<file path="src/rtl/mmu_tlb_if.sv">
// Requester/responder bundle for the Sv32 TLB.
// The walker/MMU side drives requests and the TLB answers.
interface mmu_tlb_if #(
  parameter int VPN_W  = 20,
  parameter int PPN_W  = 20,
  parameter int FLAG_W = 8
) ();
  logic              tlb_read;
  logic              tlb_write;
  logic              flush_tlb;
  logic [VPN_W-1:0]  vpn;
  logic [PPN_W-1:0]  wr_ppn;
  logic [FLAG_W-1:0] wr_flags;
  logic              tlb_resp;
  logic              tlb_hit;
  logic [PPN_W-1:0]  ppn_out;
  logic [FLAG_W-1:0] flags_out;
  logic              busy;
  logic [31:0]       hit_count;
  logic [31:0]       miss_count;

  modport master (
    output tlb_read, tlb_write, flush_tlb,
    output vpn, wr_ppn, wr_flags,
    input  tlb_resp, tlb_hit, ppn_out,
    input  flags_out, busy,
    input  hit_count, miss_count
  );

  modport slave (
    input  tlb_read, tlb_write, flush_tlb,
    input  vpn, wr_ppn, wr_flags,
    output tlb_resp, tlb_hit, ppn_out,
    output flags_out, busy,
    output hit_count, miss_count
  );
endinterface

</file>
<file path="src/rtl/mmu_tlb.sv">
// Fully-associative Sv32 TLB: registered lookups,
// in-place/fill/round-robin installs, sequential flush.
module mmu_tlb #(
  parameter int ENTRIES = 8,
  parameter int VPN_W   = 20,
  parameter int PPN_W   = 20,
  parameter int FLAG_W  = 8
) (
  input logic     clk,
  input logic     rst,
  mmu_tlb_if.slave bus
);
  localparam int IDX_W = $clog2(ENTRIES);
  localparam logic [IDX_W-1:0] LAST =
    IDX_W'(ENTRIES - 1);

  typedef enum logic [1:0] {
    IDLE,
    RESP,
    FLUSH
  } state_t;

  typedef struct packed {
    logic              v;
    logic [VPN_W-1:0]  vpn;
    logic [PPN_W-1:0]  ppn;
    logic [FLAG_W-1:0] flags;
  } ent_t;

  state_t            state_q, state_d;
  ent_t              tab_q [ENTRIES];
  ent_t              tab_d [ENTRIES];
  logic [IDX_W-1:0]  ptr_q, ptr_d;
  logic [IDX_W-1:0]  idx_q, idx_d;
  logic              hit_q, hit_d;
  logic [PPN_W-1:0]  ppn_q, ppn_d;
  logic [FLAG_W-1:0] flags_q, flags_d;
  logic [31:0]       hc_q, hc_d;
  logic [31:0]       mc_q, mc_d;

  logic              lk_hit;
  logic [PPN_W-1:0]  lk_ppn;
  logic [FLAG_W-1:0] lk_flags;
  logic              m_found;
  logic [IDX_W-1:0]  m_idx;
  logic              f_found;
  logic [IDX_W-1:0]  f_idx;
  logic [IDX_W-1:0]  wr_idx;
  logic              evict;
  logic              do_wr;

  always_comb begin
    lk_hit   = 1'b0;
    lk_ppn   = '0;
    lk_flags = '0;
    m_found  = 1'b0;
    m_idx    = '0;
    f_found  = 1'b0;
    f_idx    = '0;
    for (int i = 0; i < ENTRIES; i++) begin
      if (tab_q[i].v && tab_q[i].vpn == bus.vpn
          && !m_found) begin
        m_found  = 1'b1;
        m_idx    = IDX_W'(i);
        lk_hit   = 1'b1;
        lk_ppn   = tab_q[i].ppn;
        lk_flags = tab_q[i].flags;
      end
      if (!tab_q[i].v && !f_found) begin
        f_found = 1'b1;
        f_idx   = IDX_W'(i);
      end
    end
  end

  // Installs reuse a matching slot, then the lowest free one,
  // and only fall back to round-robin eviction when full.
  always_comb begin
    evict  = !m_found && !f_found;
    wr_idx = m_found ? m_idx :
             f_found ? f_idx : ptr_q;
    do_wr  = bus.tlb_write && !bus.flush_tlb
             && state_q != FLUSH;
  end

  always_comb begin
    state_d = state_q;
    tab_d   = tab_q;
    ptr_d   = ptr_q;
    idx_d   = idx_q;
    hit_d   = hit_q;
    ppn_d   = ppn_q;
    flags_d = flags_q;
    hc_d    = hc_q;
    mc_d    = mc_q;

    if (state_q == RESP) begin
      if (hit_q && hc_q != '1)
        hc_d = hc_q + 32'd1;
      if (!hit_q && mc_q != '1)
        mc_d = mc_q + 32'd1;
    end

    if (do_wr) begin
      tab_d[wr_idx] = '{v: 1'b1,
                        vpn: bus.vpn,
                        ppn: bus.wr_ppn,
                        flags: bus.wr_flags};
      if (evict)
        ptr_d = ptr_q + 1'b1;
    end

    unique case (state_q)
      IDLE: begin
        if (bus.tlb_read && !bus.tlb_write) begin
          hit_d   = lk_hit;
          ppn_d   = lk_ppn;
          flags_d = lk_flags;
          state_d = RESP;
        end
      end
      RESP: state_d = IDLE;
      FLUSH: begin
        tab_d[idx_q].v = 1'b0;
        idx_d = idx_q + 1'b1;
        if (idx_q == LAST) begin
          state_d = IDLE;
          ptr_d   = '0;
          idx_d   = '0;
        end
      end
      default: state_d = IDLE;
    endcase

    if (bus.flush_tlb) begin
      state_d = FLUSH;
      idx_d   = '0;
    end
  end

  always_ff @(posedge clk) begin
    if (rst) begin
      state_q <= IDLE;
      for (int i = 0; i < ENTRIES; i++)
        tab_q[i] <= '0;
      ptr_q   <= '0;
      idx_q   <= '0;
      hit_q   <= 1'b0;
      ppn_q   <= '0;
      flags_q <= '0;
      hc_q    <= '0;
      mc_q    <= '0;
    end else begin
      state_q <= state_d;
      for (int i = 0; i < ENTRIES; i++)
        tab_q[i] <= tab_d[i];
      ptr_q   <= ptr_d;
      idx_q   <= idx_d;
      hit_q   <= hit_d;
      ppn_q   <= ppn_d;
      flags_q <= flags_d;
      hc_q    <= hc_d;
      mc_q    <= mc_d;
    end
  end

  always_comb begin
    bus.tlb_resp   = state_q == RESP;
    bus.tlb_hit    = bus.tlb_resp && hit_q;
    bus.ppn_out    = bus.tlb_hit ? ppn_q : '0;
    bus.flags_out  = bus.tlb_hit ? flags_q : '0;
    bus.busy       = state_q == FLUSH;
    bus.hit_count  = hc_q;
    bus.miss_count = mc_q;
  end
endmodule

</file>
<file path="src/flat_wrapper.sv">
// flat-port wrapper written by rule: the top's interface ports become plain ports
module mmu_tlb_flat 
#(
  parameter int ENTRIES = 8,
  parameter int VPN_W   = 20,
  parameter int PPN_W   = 20,
  parameter int FLAG_W  = 8
)
  (clk, rst, bus_tlb_read, bus_tlb_write, bus_flush_tlb, bus_vpn, bus_wr_ppn, bus_wr_flags, bus_tlb_resp, bus_tlb_hit, bus_ppn_out, bus_flags_out, bus_busy, bus_hit_count, bus_miss_count);
  mmu_tlb_if #(.VPN_W(VPN_W), .PPN_W(PPN_W), .FLAG_W(FLAG_W)) bus_i ();
  input logic clk;
  input logic rst;
  input wire logic [$bits(bus_i.tlb_read)-1:0] bus_tlb_read;
  input wire logic [$bits(bus_i.tlb_write)-1:0] bus_tlb_write;
  input wire logic [$bits(bus_i.flush_tlb)-1:0] bus_flush_tlb;
  input wire logic [$bits(bus_i.vpn)-1:0] bus_vpn;
  input wire logic [$bits(bus_i.wr_ppn)-1:0] bus_wr_ppn;
  input wire logic [$bits(bus_i.wr_flags)-1:0] bus_wr_flags;
  output wire logic [$bits(bus_i.tlb_resp)-1:0] bus_tlb_resp;
  output wire logic [$bits(bus_i.tlb_hit)-1:0] bus_tlb_hit;
  output wire logic [$bits(bus_i.ppn_out)-1:0] bus_ppn_out;
  output wire logic [$bits(bus_i.flags_out)-1:0] bus_flags_out;
  output wire logic [$bits(bus_i.busy)-1:0] bus_busy;
  output wire logic [$bits(bus_i.hit_count)-1:0] bus_hit_count;
  output wire logic [$bits(bus_i.miss_count)-1:0] bus_miss_count;
  assign bus_i.tlb_read = bus_tlb_read;
  assign bus_i.tlb_write = bus_tlb_write;
  assign bus_i.flush_tlb = bus_flush_tlb;
  assign bus_i.vpn = bus_vpn;
  assign bus_i.wr_ppn = bus_wr_ppn;
  assign bus_i.wr_flags = bus_wr_flags;
  assign bus_tlb_resp = bus_i.tlb_resp;
  assign bus_tlb_hit = bus_i.tlb_hit;
  assign bus_ppn_out = bus_i.ppn_out;
  assign bus_flags_out = bus_i.flags_out;
  assign bus_busy = bus_i.busy;
  assign bus_hit_count = bus_i.hit_count;
  assign bus_miss_count = bus_i.miss_count;
  mmu_tlb #(.ENTRIES(ENTRIES), .VPN_W(VPN_W), .PPN_W(PPN_W), .FLAG_W(FLAG_W)) u_core (.clk(clk), .rst(rst), .bus(bus_i));
endmodule
</file>
<file path="config.mk">
export PLATFORM = sky130hd
export DESIGN_NAME = mmu_tlb_flat
export DESIGN_NICKNAME = d
export VERILOG_FILES = /design/src/rtl/mmu_tlb_if.sv /design/src/rtl/mmu_tlb.sv /design/src/flat_wrapper.sv
export SDC_FILE = /design/constraint.sdc
export NUM_CORES = 1
export LEC_CHECK = 0
export CELL_PAD_IN_SITES_DETAIL_PLACEMENT = 1
export CELL_PAD_IN_SITES_GLOBAL_PLACEMENT = 1
export CORE_AREA = 3 3 263 187
export CTS_CLUSTER_DIAMETER = 30
export DETAILED_ROUTE_END_ITERATION = 10
export DIE_AREA = 0 0 266 190
export MAX_ROUTING_LAYER = met4
export PLACE_DENSITY_LB_ADDON = 0.1
export SETUP_SLACK_MARGIN = 0.02
export SYNTH_ARGS = -nofsm -noshare
export SYNTH_HDL_FRONTEND = slang
export SYNTH_SLANG_ARGS = --single-unit
</file>
<file path="constraint.sdc">
create_clock -name clk -period 6.15 [get_ports clk]
set_input_delay 1.845 -clock clk [delete_from_list [all_inputs] [get_ports clk]]
set_output_delay 1.845 -clock clk [all_outputs]
set_load 0.01 [all_outputs]
</file>
==> results.md <==
* Status: finished, final reports clean
* Final core occ at 0.625
* Num Clock Sinks at 493
* Clock Tree Root: clkbuf_16
* TritonCTS Buffers at 90
* Io pins at 148
* Setup Slack @ Placement at -0.0538 ns
* CP Class: primary input to register
* Final hold vios at 0
* Grt met1 use at 0.441
* Post-synthesis cell type count at 63
* Worst-path clk slew at 0.05 ns
* Iteration count of the initial detailed-routing pass at 6
* CP startpoint: bus_vpn[15]
* Design Area, Final at 29100 um^2
* Die footprint at 50500 um^2
* Clk_skew at 0.0226 ns
* GR Util met2 at 0.512
* Setup Buffers After CTS at 0
* Die Wd at 266 um
* Routed WL per cell at 25.8 um
* Top-count cell post-synth: dfxtp_1
* Crit start category: primary input
* Final HPWL DP at 52000 um
* Antenna cells at 0
* Post-synthesis register bit count at 493
* Nets at 2582
* Placed Area at 25900 um^2
* Power Dens Cells at 307 nW/um^2
* Final period util at 0.926
* Die Ht at 190 um
* Flop2flop setup slack at 2.25 ns
* Max-slew violation count at 0
* Worst Setup End Kind: register
* Hold Slack at 0.475 ns
* Post-CTS Resized at 0
* Top post-synthesis cells by area: dfxtp_1, mux2i_1, nand2b_1, xnor2_1, xor2_1
* Yosys Warn Count at 0
* Clk_lat worst skew at 0.63 ns
* Worst vdd ir at 185 uV
* Post-route setup slack at 0.455 ns
* Synth-to-layout area growth at 22.2%
* Routed Wire Length at 83000 um
* GRT Util Overall at 0.337
* Post-Syn Area at 23800 um^2
* Grt total ovfl at 0
* Post-synth top area cell: dfxtp_1
* M3 GR Usage at 0.100
* Post-Syn Instances at 2436
* Slew @ Worst Pin at 1.13 ns
* Synthesized area per cell at 9.78 um^2
* Worst Reg-to-Reg Cells at 9
* Achievable Freq at 176 MHz
* Worst Path Arrival at 6.22 ns
* Ys async rst share at 0
* Leakage at 0.0123 uW
* Initial Utilization at 0.512
* Vias post-DR at 19600
* Max clock buf depth at 3
* Post-route ant nets at 0
* IO buf count at 147
* Top cell type's share of synthesized area at 0.414
* Max Cap Viol at 0
* Synth Flop Type: dfxtp_1
* Synth cell count leaders: dfxtp_1, nand2b_1, mux2i_1, clkbuf_1, xnor2_1
* Vias in the first global route at 20900
* H-tree depth at 3
* Hold Crit Class: register to register
* Setup-failing EPs final at 0
* Hold depth at 2
* First-pass GRT wire length at 128000 um
* EDFF count, synth at 0
* Final GP Congestion at 0.918
* GR peak layer: met2
* RSZ-0062 raised after global routing: no
* Net count after synthesis at 2494
* Core Footprint at 46600 um^2
* # hold bufs at CTS at 0
* Row count at 66
* Initial antenna violation count at 3
* Layout cells sized above 1 at 0.102
* Final Critical Period at 5.70 ns
* Largest net degree at the start of global routing at 167
* CP required at 6.67 ns
* CTS tree: built
* Slew HR at 0.235
* Seq/Total Area, Yosys at 0.414
* Iteration-0 DRC Markers at 1825
* Post-route DRC at 0
* Vias per cell at 6.10
* CP max FO at 27
cell usage in the layout (no fill, tap or decap), types with 33 or more instances in the layout:
master	instances
clkdlybuf4s50_1	146
nand3_1	33
and3_1	42
mux2i_1	389
nand2b_1	433
a21oi_1	43
buf_4	53
xnor2_1	112
dfxtp_1	493
nand4_1	57
nor2_1	83
xor2_1	105
clkbuf_16	93
nand2_1	36
or3_1	39
o21ai_0	35
stage by stage:
step | setup TNS (ns) | power, uW | cells
final | 0 | 8950 | 3211
after global routing | 0 | 9180 | 3211
after CTS | 0 | 8970 | 3211
after detailed placement | -2.51 | 3710 | 3044
after global placement | 0 | 3700 | 3044
after floorplan | 0 | 3550 | 2436
power by group:
group	internal, uW	switching, uW
Sequential	3220	15.6
Clock	3470	1810
Combinational	165	268
how the worst max path moves through the flow:
stage                                   endpoint  slack, ns
finish                                  register       0.45
global route                            register       0.24
CTS                                     register       0.57
detailed placement                      register      -0.05
global placement    u_core.ppn_q[3]$_SDFFE_PP0P_      0.008
floorplan                               register       1.33
cell type report:
cell class,instances,area (um^2)
flip-flops and latches,493,9870
multi-input cells,1701,12900
repair buffers,219,2250
fillers,4905,17500
well taps,612,766
clock buffers,105,2450
inverters,19,71.3
clock inverters,62,781
metal layers:
metal / wire length [um] / up-vias
met3: 6870 / 149
met5: 0 / -
met1: 37400 / 10000
li1: - / 8720
met4: 1570 / 0
met2: 37200 / 716
worst max-delay path, stage by stage:
cell	delay, ns
clkdlybuf4s50_1	0.72
xnor2_1	0.76
nand4_1	0.19
nor4_1	0.51
nand4_1	0.48
and2_1	0.36
o211a_2	0.37
nand3_4	0.13
buf_4	0.51
mux2i_1	0.31
kinds of logic (layout without fill, tap and decap cells):
group / after synthesis / count (layout) / share of synthesized area
and+or+nand+nor: 861 / 861 / 0.216
DFF: 493 / 493 / 0.414
muxes: 389 / 389 / 0.163
buffers and inverters: 242 / 405 / 0.0481
AOI/OAI and AO/OA: 229 / 229 / 0.0756
xor gates and xnor gates: 217 / 217 / 0.0798
adders and majority gates: 5 / 5 / 0.00263
Note: power is estimated with default switching activity, not from simulation.
